$ cat src/rtl/port_response_router_pkg.sv
// Shared encodings for the memory return path: the original port ids the
// request-side prioritizer tags onto each request, and the drop counter width.
package port_response_router_pkg;

    localparam int NUM_PORTS      = 3;
    localparam int RSP_DROP_CNT_W = 8;

    localparam logic [1:0] ORIG_PORT_1_ID = 2'b01;
    localparam logic [1:0] ORIG_PORT_2_ID = 2'b10;
    localparam logic [1:0] ORIG_PORT_3_ID = 2'b11;

    // One-hot port select for a pid; all zeros means the pid is illegal.
    function automatic logic [NUM_PORTS-1:0] pid_decode(input logic [1:0] pid);
        logic [NUM_PORTS-1:0] sel;
        sel    = '0;
        sel[0] = (pid == ORIG_PORT_1_ID);
        sel[1] = (pid == ORIG_PORT_2_ID);
        sel[2] = (pid == ORIG_PORT_3_ID);
        return sel;
    endfunction

endpackage

$ cat src/rtl/port_response_router_resp_fifo.sv
// Per-port synchronous response FIFO. Push is refused while full and pop is
// ignored while empty, both judged on start-of-cycle occupancy. Data written
// this cycle is visible at the head only from the next cycle on.
module resp_fifo #(
    parameter int WIDTH = 8,
    parameter int DEPTH = 2
) (
    input  logic                       clk,
    input  logic                       rst_n,
    input  logic                       i_flush,
    input  logic                       i_push,
    input  logic [WIDTH-1:0]           i_push_data,
    input  logic                       i_pop,
    output logic [WIDTH-1:0]           o_rd_data,
    output logic                       o_full,
    output logic                       o_empty,
    output logic [$clog2(DEPTH):0]     o_level
);

    localparam int AW = $clog2(DEPTH);

    logic [WIDTH-1:0] r_mem [DEPTH];
    logic [AW-1:0]    r_wptr;
    logic [AW-1:0]    r_rptr;
    logic [AW:0]      r_count;
    logic             w_push;
    logic             w_pop;

    assign o_full    = (r_count == (AW+1)'(DEPTH));
    assign o_empty   = (r_count == '0);
    assign o_level   = r_count;
    assign o_rd_data = o_empty ? '0 : r_mem[r_rptr];
    assign w_push    = i_push & ~o_full;
    assign w_pop     = i_pop & ~o_empty;

    // Pointer/occupancy update; flush empties the FIFO and discards that cycle's push/pop.
    always_ff @(posedge clk or negedge rst_n) begin
        if (!rst_n) begin
            r_wptr  <= '0;
            r_rptr  <= '0;
            r_count <= '0;
            for (int i = 0; i < DEPTH; i++) r_mem[i] <= '0;
        end else if (i_flush) begin
            r_wptr  <= '0;
            r_rptr  <= '0;
            r_count <= '0;
        end else begin
            if (w_push) begin
                r_mem[r_wptr] <= i_push_data;
                r_wptr        <= r_wptr + 1'b1;
            end
            if (w_pop) r_rptr <= r_rptr + 1'b1;
            if (w_push && !w_pop) r_count <= r_count + 1'b1;
            else if (!w_push && w_pop) r_count <= r_count - 1'b1;
        end
    end

endmodule

$ cat src/rtl/port_response_router.sv
// Steers tagged memory read responses back to ports 1/2/3, buffering each in
// a per-port FIFO until the port accepts it. Handshake: a transfer happens on
// any rising edge where valid and ready are both high; ready never depends
// combinationally on the consumer's ready (only on registered occupancy).
module port_response_router
    import port_response_router_pkg::*;
#(
    parameter int WIDTH = 8,
    parameter int DEPTH = 2
) (
    input  logic                        clk,
    input  logic                        rst_n,
    input  logic                        flush,
    input  logic [WIDTH-1:0]            rsp_data,
    input  logic                        rsp_valid,
    input  logic [1:0]                  rsp_orig_pid,
    output logic                        rsp_ready,
    output logic [WIDTH-1:0]            port1_rdata,
    output logic                        port1_rvalid,
    input  logic                        port1_rready,
    output logic [$clog2(DEPTH):0]      port1_level,
    output logic [WIDTH-1:0]            port2_rdata,
    output logic                        port2_rvalid,
    input  logic                        port2_rready,
    output logic [$clog2(DEPTH):0]      port2_level,
    output logic [WIDTH-1:0]            port3_rdata,
    output logic                        port3_rvalid,
    input  logic                        port3_rready,
    output logic [$clog2(DEPTH):0]      port3_level,
    output logic                        err_bad_pid,
    output logic [RSP_DROP_CNT_W-1:0]   drop_count
);

    localparam int LW = $clog2(DEPTH) + 1;

    logic [NUM_PORTS-1:0] w_sel;
    logic                 w_legal;
    logic [NUM_PORTS-1:0] w_full;
    logic [NUM_PORTS-1:0] w_empty;
    logic [NUM_PORTS-1:0] w_push;
    logic [NUM_PORTS-1:0] w_pop;
    logic [WIDTH-1:0]     w_rdata [NUM_PORTS];
    logic [LW-1:0]        w_level [NUM_PORTS];
    logic                 r_err_bad_pid;
    logic [RSP_DROP_CNT_W-1:0] r_drop_count;

    assign w_sel     = pid_decode(rsp_orig_pid);
    assign w_legal   = |w_sel;
    // Illegal pids are always accepted so they can be dropped without stalling.
    assign rsp_ready = w_legal ? ~|(w_sel & w_full) : 1'b1;
    assign w_push    = w_sel & {NUM_PORTS{rsp_valid & rsp_ready}};
    assign w_pop     = {port3_rready, port2_rready, port1_rready};

    for (genvar g = 0; g < NUM_PORTS; g++) begin : g_fifo
        resp_fifo #(.WIDTH(WIDTH), .DEPTH(DEPTH)) u_fifo (
            .clk         (clk),
            .rst_n       (rst_n),
            .i_flush     (flush),
            .i_push      (w_push[g]),
            .i_push_data (rsp_data),
            .i_pop       (w_pop[g]),
            .o_rd_data   (w_rdata[g]),
            .o_full      (w_full[g]),
            .o_empty     (w_empty[g]),
            .o_level     (w_level[g])
        );
    end

    assign port1_rdata  = w_rdata[0];
    assign port2_rdata  = w_rdata[1];
    assign port3_rdata  = w_rdata[2];
    assign port1_rvalid = ~w_empty[0];
    assign port2_rvalid = ~w_empty[1];
    assign port3_rvalid = ~w_empty[2];
    assign port1_level  = w_level[0];
    assign port2_level  = w_level[1];
    assign port3_level  = w_level[2];
    assign err_bad_pid  = r_err_bad_pid;
    assign drop_count   = r_drop_count;

    // Sticky error and saturating drop counter for bad-pid responses; flush leaves them alone.
    always_ff @(posedge clk or negedge rst_n) begin
        if (!rst_n) begin
            r_err_bad_pid <= 1'b0;
            r_drop_count  <= '0;
        end else if (rsp_valid && !w_legal) begin
            r_err_bad_pid <= 1'b1;
            if (r_drop_count != '1) r_drop_count <= r_drop_count + 1'b1;
        end
    end

endmodule

$ cat config.mk
export PLATFORM = sky130hd
export DESIGN_NAME = port_response_router
export DESIGN_NICKNAME = d
export VERILOG_FILES = /design/src/rtl/port_response_router_pkg.sv /design/src/rtl/port_response_router_resp_fifo.sv /design/src/rtl/port_response_router.sv
export SDC_FILE = /design/constraint.sdc
export NUM_CORES = 1
export LEC_CHECK = 0
export CELL_PAD_IN_SITES_DETAIL_PLACEMENT = 0
export CELL_PAD_IN_SITES_GLOBAL_PLACEMENT = 2
export CORE_MARGIN = 1
export CORE_UTILIZATION = 30
export DETAILED_ROUTE_END_ITERATION = 16
export PLACE_DENSITY = 0.8
export SYNTH_ARGS = -nofsm -noshare
export SYNTH_HDL_FRONTEND = slang
export SYNTH_HIERARCHICAL = 1
export SYNTH_SLANG_ARGS = --single-unit
export TNS_END_PERCENT = 100
$ cat constraint.sdc
create_clock -name clk -period 3.45 [get_ports clk]
set_input_delay 1.035 -clock clk [delete_from_list [all_inputs] [get_ports clk]]
set_output_delay 1.035 -clock clk [all_outputs]
set_load 0.02 [all_outputs]
==> flow_metrics.tcl, run 1 <==
set metrics [dict create \
    outcome "finished, final reports clean" \
    cpLargestDelayFamily "buffers and inverters" \
    reg2regPathDepth 6 \
    grt_max_degree 70 \
    clkLatencyLatePin_ns 0.33 \
    skew_ns 0.00804 \
    fin_nets 367 \
    vias 2319 \
    wl_mm 7.25 \
    period_needed_ns 3.36 \
    ant_nets 0 \
    place_congestion 0.744 \
    power.leakage_uw 0.00183 \
    dp.cells 478 \
    relSlewSlack_pct 54.0 \
    synth_area_per_cell_um2 12.5 \
    slew_viol_final 0 \
    core_region_area_um2 10800 \
    worst_r2r_endpoint "g_fifo[2].u_fifo/r_mem[0]" \
    grt_pass1_vias 2447 \
    drive_gt1_share_pct 28.8 \
    fillCellCount 1057 \
    rsz0062_at_grt "false" \
    cp.depth 4 \
    viasPerCell 4.69 \
    crit_type "in2out" \
    dp_hpwl_mm 5.11 \
    cts_buffer_depth 2 \
    cts_buffers 9 \
    grt_usage_pct 13.6 \
    synth_cells 269 \
    cts_post_setup_buffers_inserted 0 \
    yosys_register_bits 69 \
    dieArea_um2 11600 \
    cp.required_ns 2.41 \
    grt_pass1_wl_mm 12.1 \
    endpoint "rsp_ready" \
    cts-root-buf "clkbuf_8" \
    die_y_um 108 \
    cpMaxStageDelayCell "clkdlybuf4s50_1" \
    yosysWarnings 6 \
    clk_pin_slew_ns 0.08 \
    synth_edf_count 0 \
    hold_viol_final 0 \
    drcViolationCount 0 \
    irDropWorstVdd_uv 241 \
    synthesis.area_um2 3350 \
    detail_route.first_pass.iterations 2 \
    wire_per_inst_um 14.7 \
    num_rows 38 \
    start_kind "input pin" \
    place_ws_ns -0.194 \
    syn_nets 287 \
    finalSetupViolCount 0 \
    path_cells "clkdlybuf4s50_1, mux2_2, a21oi_1, dlygate4sd2_1" \
    start_util_pct 30.9 \
    reg2reg_slack_ns 1.32 \
    crit_arrival_ns 2.32 \
    maxCapViolCount 0 \
    fin_ws_ns 0.0943 \
    cts_max_level 3 \
    die_w_um 108 \
    finalNonFillerCells 494 \
    antenna_found_initial 0 \
    yosys_most_used_dff "dfrtp_1" \
    worstPathBufferInverterCount 2 \
    hp-class "reg2reg" \
    fin_crit_sh_pct 97.3 \
    cts.sinks 69 \
    grt_overflow 0 \
    n_antenna_cell 0 \
    async_flop_share_pct 100 \
    cpPeakStageDelay_ns 0.48 \
    ys_seq_area_share_pct 51.5 \
    area_delta_synth_final_pct 32.5 \
    cts_tree "yes" \
    tightestPinTransition_ns 0.688 \
    power_density_nw_per_um2 512 \
    cp-startpoint "rsp_orig_pid[1]" \
    timing.rr.start "g_fifo[2].u_fifo/o_level[0]" \
    synth_cell_type_count 38 \
    cp-end-kind "output port" \
    pin_count 60 \
    fmax_ghz 0.298 \
    cp_max_fo 2 \
    drt_iter0_drc 49 \
    portBuffers 59 \
]
-- logic make-up after synthesis --
logic type	share of synthesized area [%]
buf+inv	1.46
simple gates	13.3
xor+xnor	1.83
fa+ha+maj	0.373
flops	51.5
mux	25.4
compound gates	6.08
-- worst reg2reg max path: stages (launching register included) --
cell and delay (ns):
dfrtp_1 0.46, nand2b_2 0.20, inv_2 0.07, nor3b_1 0.26
buf_4 0.18, nand4b_1 0.41, mux2_2 0.43
-- report_power, final --
group | internal (uW) | switching, uW | leakage [uW]
registers | 947 | 108 | 0.000889
logic | 261 | 210 | 0.000829
clock network | 432 | 318 | 0.000113
total | 1640 | 636 | 0.00183
-- area by class of cell --
class	count	area (um2)	share of cell area (%)
Tap cell	140	175	3.94
Clock inverter	6	93.8	2.11
Sequential cell	69	1730	38.9
Timing Repair Buffer	72	694	15.6
Multi-Input combinational cell	187	1580	35.5
Clock buffer	10	138	3.10
Inverter	10	37.5	0.845
-- placed cells by master, fill, tap and decap left out, drive strengths merged, types with 2 or more instances in the layout --
cell type | Yosys | routed
dfrtp | 69 | 69
clkdlybuf4s50 | 0 | 57
mux2 | 51 | 51
nor2 | 31 | 31
mux2i | 27 | 27
buf | 0 | 14
a21oi | 13 | 13
inv | 10 | 11
clkbuf | 3 | 10
o21ai | 7 | 7
nor3b | 5 | 5
o211ai | 5 | 5
xnor2 | 4 | 4
or2 | 4 | 4
nand2 | 3 | 3
nand2b | 3 | 3
nor4 | 3 | 3
nand4b | 3 | 3
or3 | 3 | 3
xor2 | 3 | 3
nand3b | 3 | 3
a21o | 3 | 3
nand3 | 3 | 3
and3 | 2 | 2
o21a | 2 | 2
bufinv | 0 | 2
clkinv | 0 | 2
and4bb | 2 | 2
nand4 | 2 | 2
-- synthesized netlist by cell type (all sizes together), types with 4 or more instances --
cell type  instances  area share (%)
a21oi             13             1.9
dfrtp             69              52
inv               10             1.1
mux2              51              17
mux2i             27             8.1
nor2              31             3.5
nor3b              5             1.3
o211ai             5             1.3
o21ai              7             1.2
or2                4            0.75
xnor2              4             1.0
-- metal layers --
layer	GRT usage [%]	share of wire, %	vias to the layer above
li1	-	-	1128
met5	0	0	-
met4	4.99	1.2	0
met1	18.0	48	1150
met2	22.3	48	35
met3	2.00	2.7	6
-- repair_timing --
action	CTS	global route
hold buffers	0	0
gates resized for setup	1	0
endpoints found under the setup margin	1	0
hold endpoints to repair	0	0
-- flip-flops by register name, indices dropped and copies added (netlist names) --
register	count
drop_count	8
g_fifo.u_fifo/r_rptr	3
g_fifo.u_fifo/r_mem	48
g_fifo.u_fifo/r_wptr	3
g_fifo.u_fifo/o_level	6
err_bad_pid	1
-- how the worst min path moves through the flow --
| stage | startpoint | cells past startpoint | end |
|---|---|---|---|
| floorplan | g_fifo[0].u_fifo/r_mem[0] | 1 | g_fifo[0].u_fifo/r_mem[0] |
| global placement | err_bad_pid | 1 | err_bad_pid |
| detailed placement | err_bad_pid | 1 | err_bad_pid |
| CTS | err_bad_pid | 1 | err_bad_pid |
| global route | err_bad_pid | 1 | err_bad_pid |
| finish | err_bad_pid | 1 | err_bad_pid |
-- through the flow --
| stage | TNS, ns | hold slack [ns] | area, um2 | util, % | power [uW] |
|---|---|---|---|---|---|
| finish | 0 | 0.474 | 4440 | 41.0 | 2280 |
| global route | 0 | 0.509 | 4440 | 41.0 | 2410 |
| detailed placement | -0.194 | 0.460 | 4210 | 38.9 | 1550 |
| global placement | -0.187 | 0.460 | 4210 | 38.9 | 1530 |
| CTS | 0 | 0.481 | 4440 | 41.0 | 2310 |
| floorplan | 0 | 0.479 | 3350 | - | 1330 |
Note: power is estimated with default switching activity, not from simulation.
==> inputs of run 2 (changes only) <==
- CAP_MARGIN: not set -> 30
==> results of run 2 <==
Final layout, timing and power as in run 1 (identical DEF).
==> inputs of run 3 (changes only) <==
- CTS_CLUSTER_SIZE: not set -> 16
==> results of run 3 <==
Final layout, timing and power as in run 1 (identical DEF).
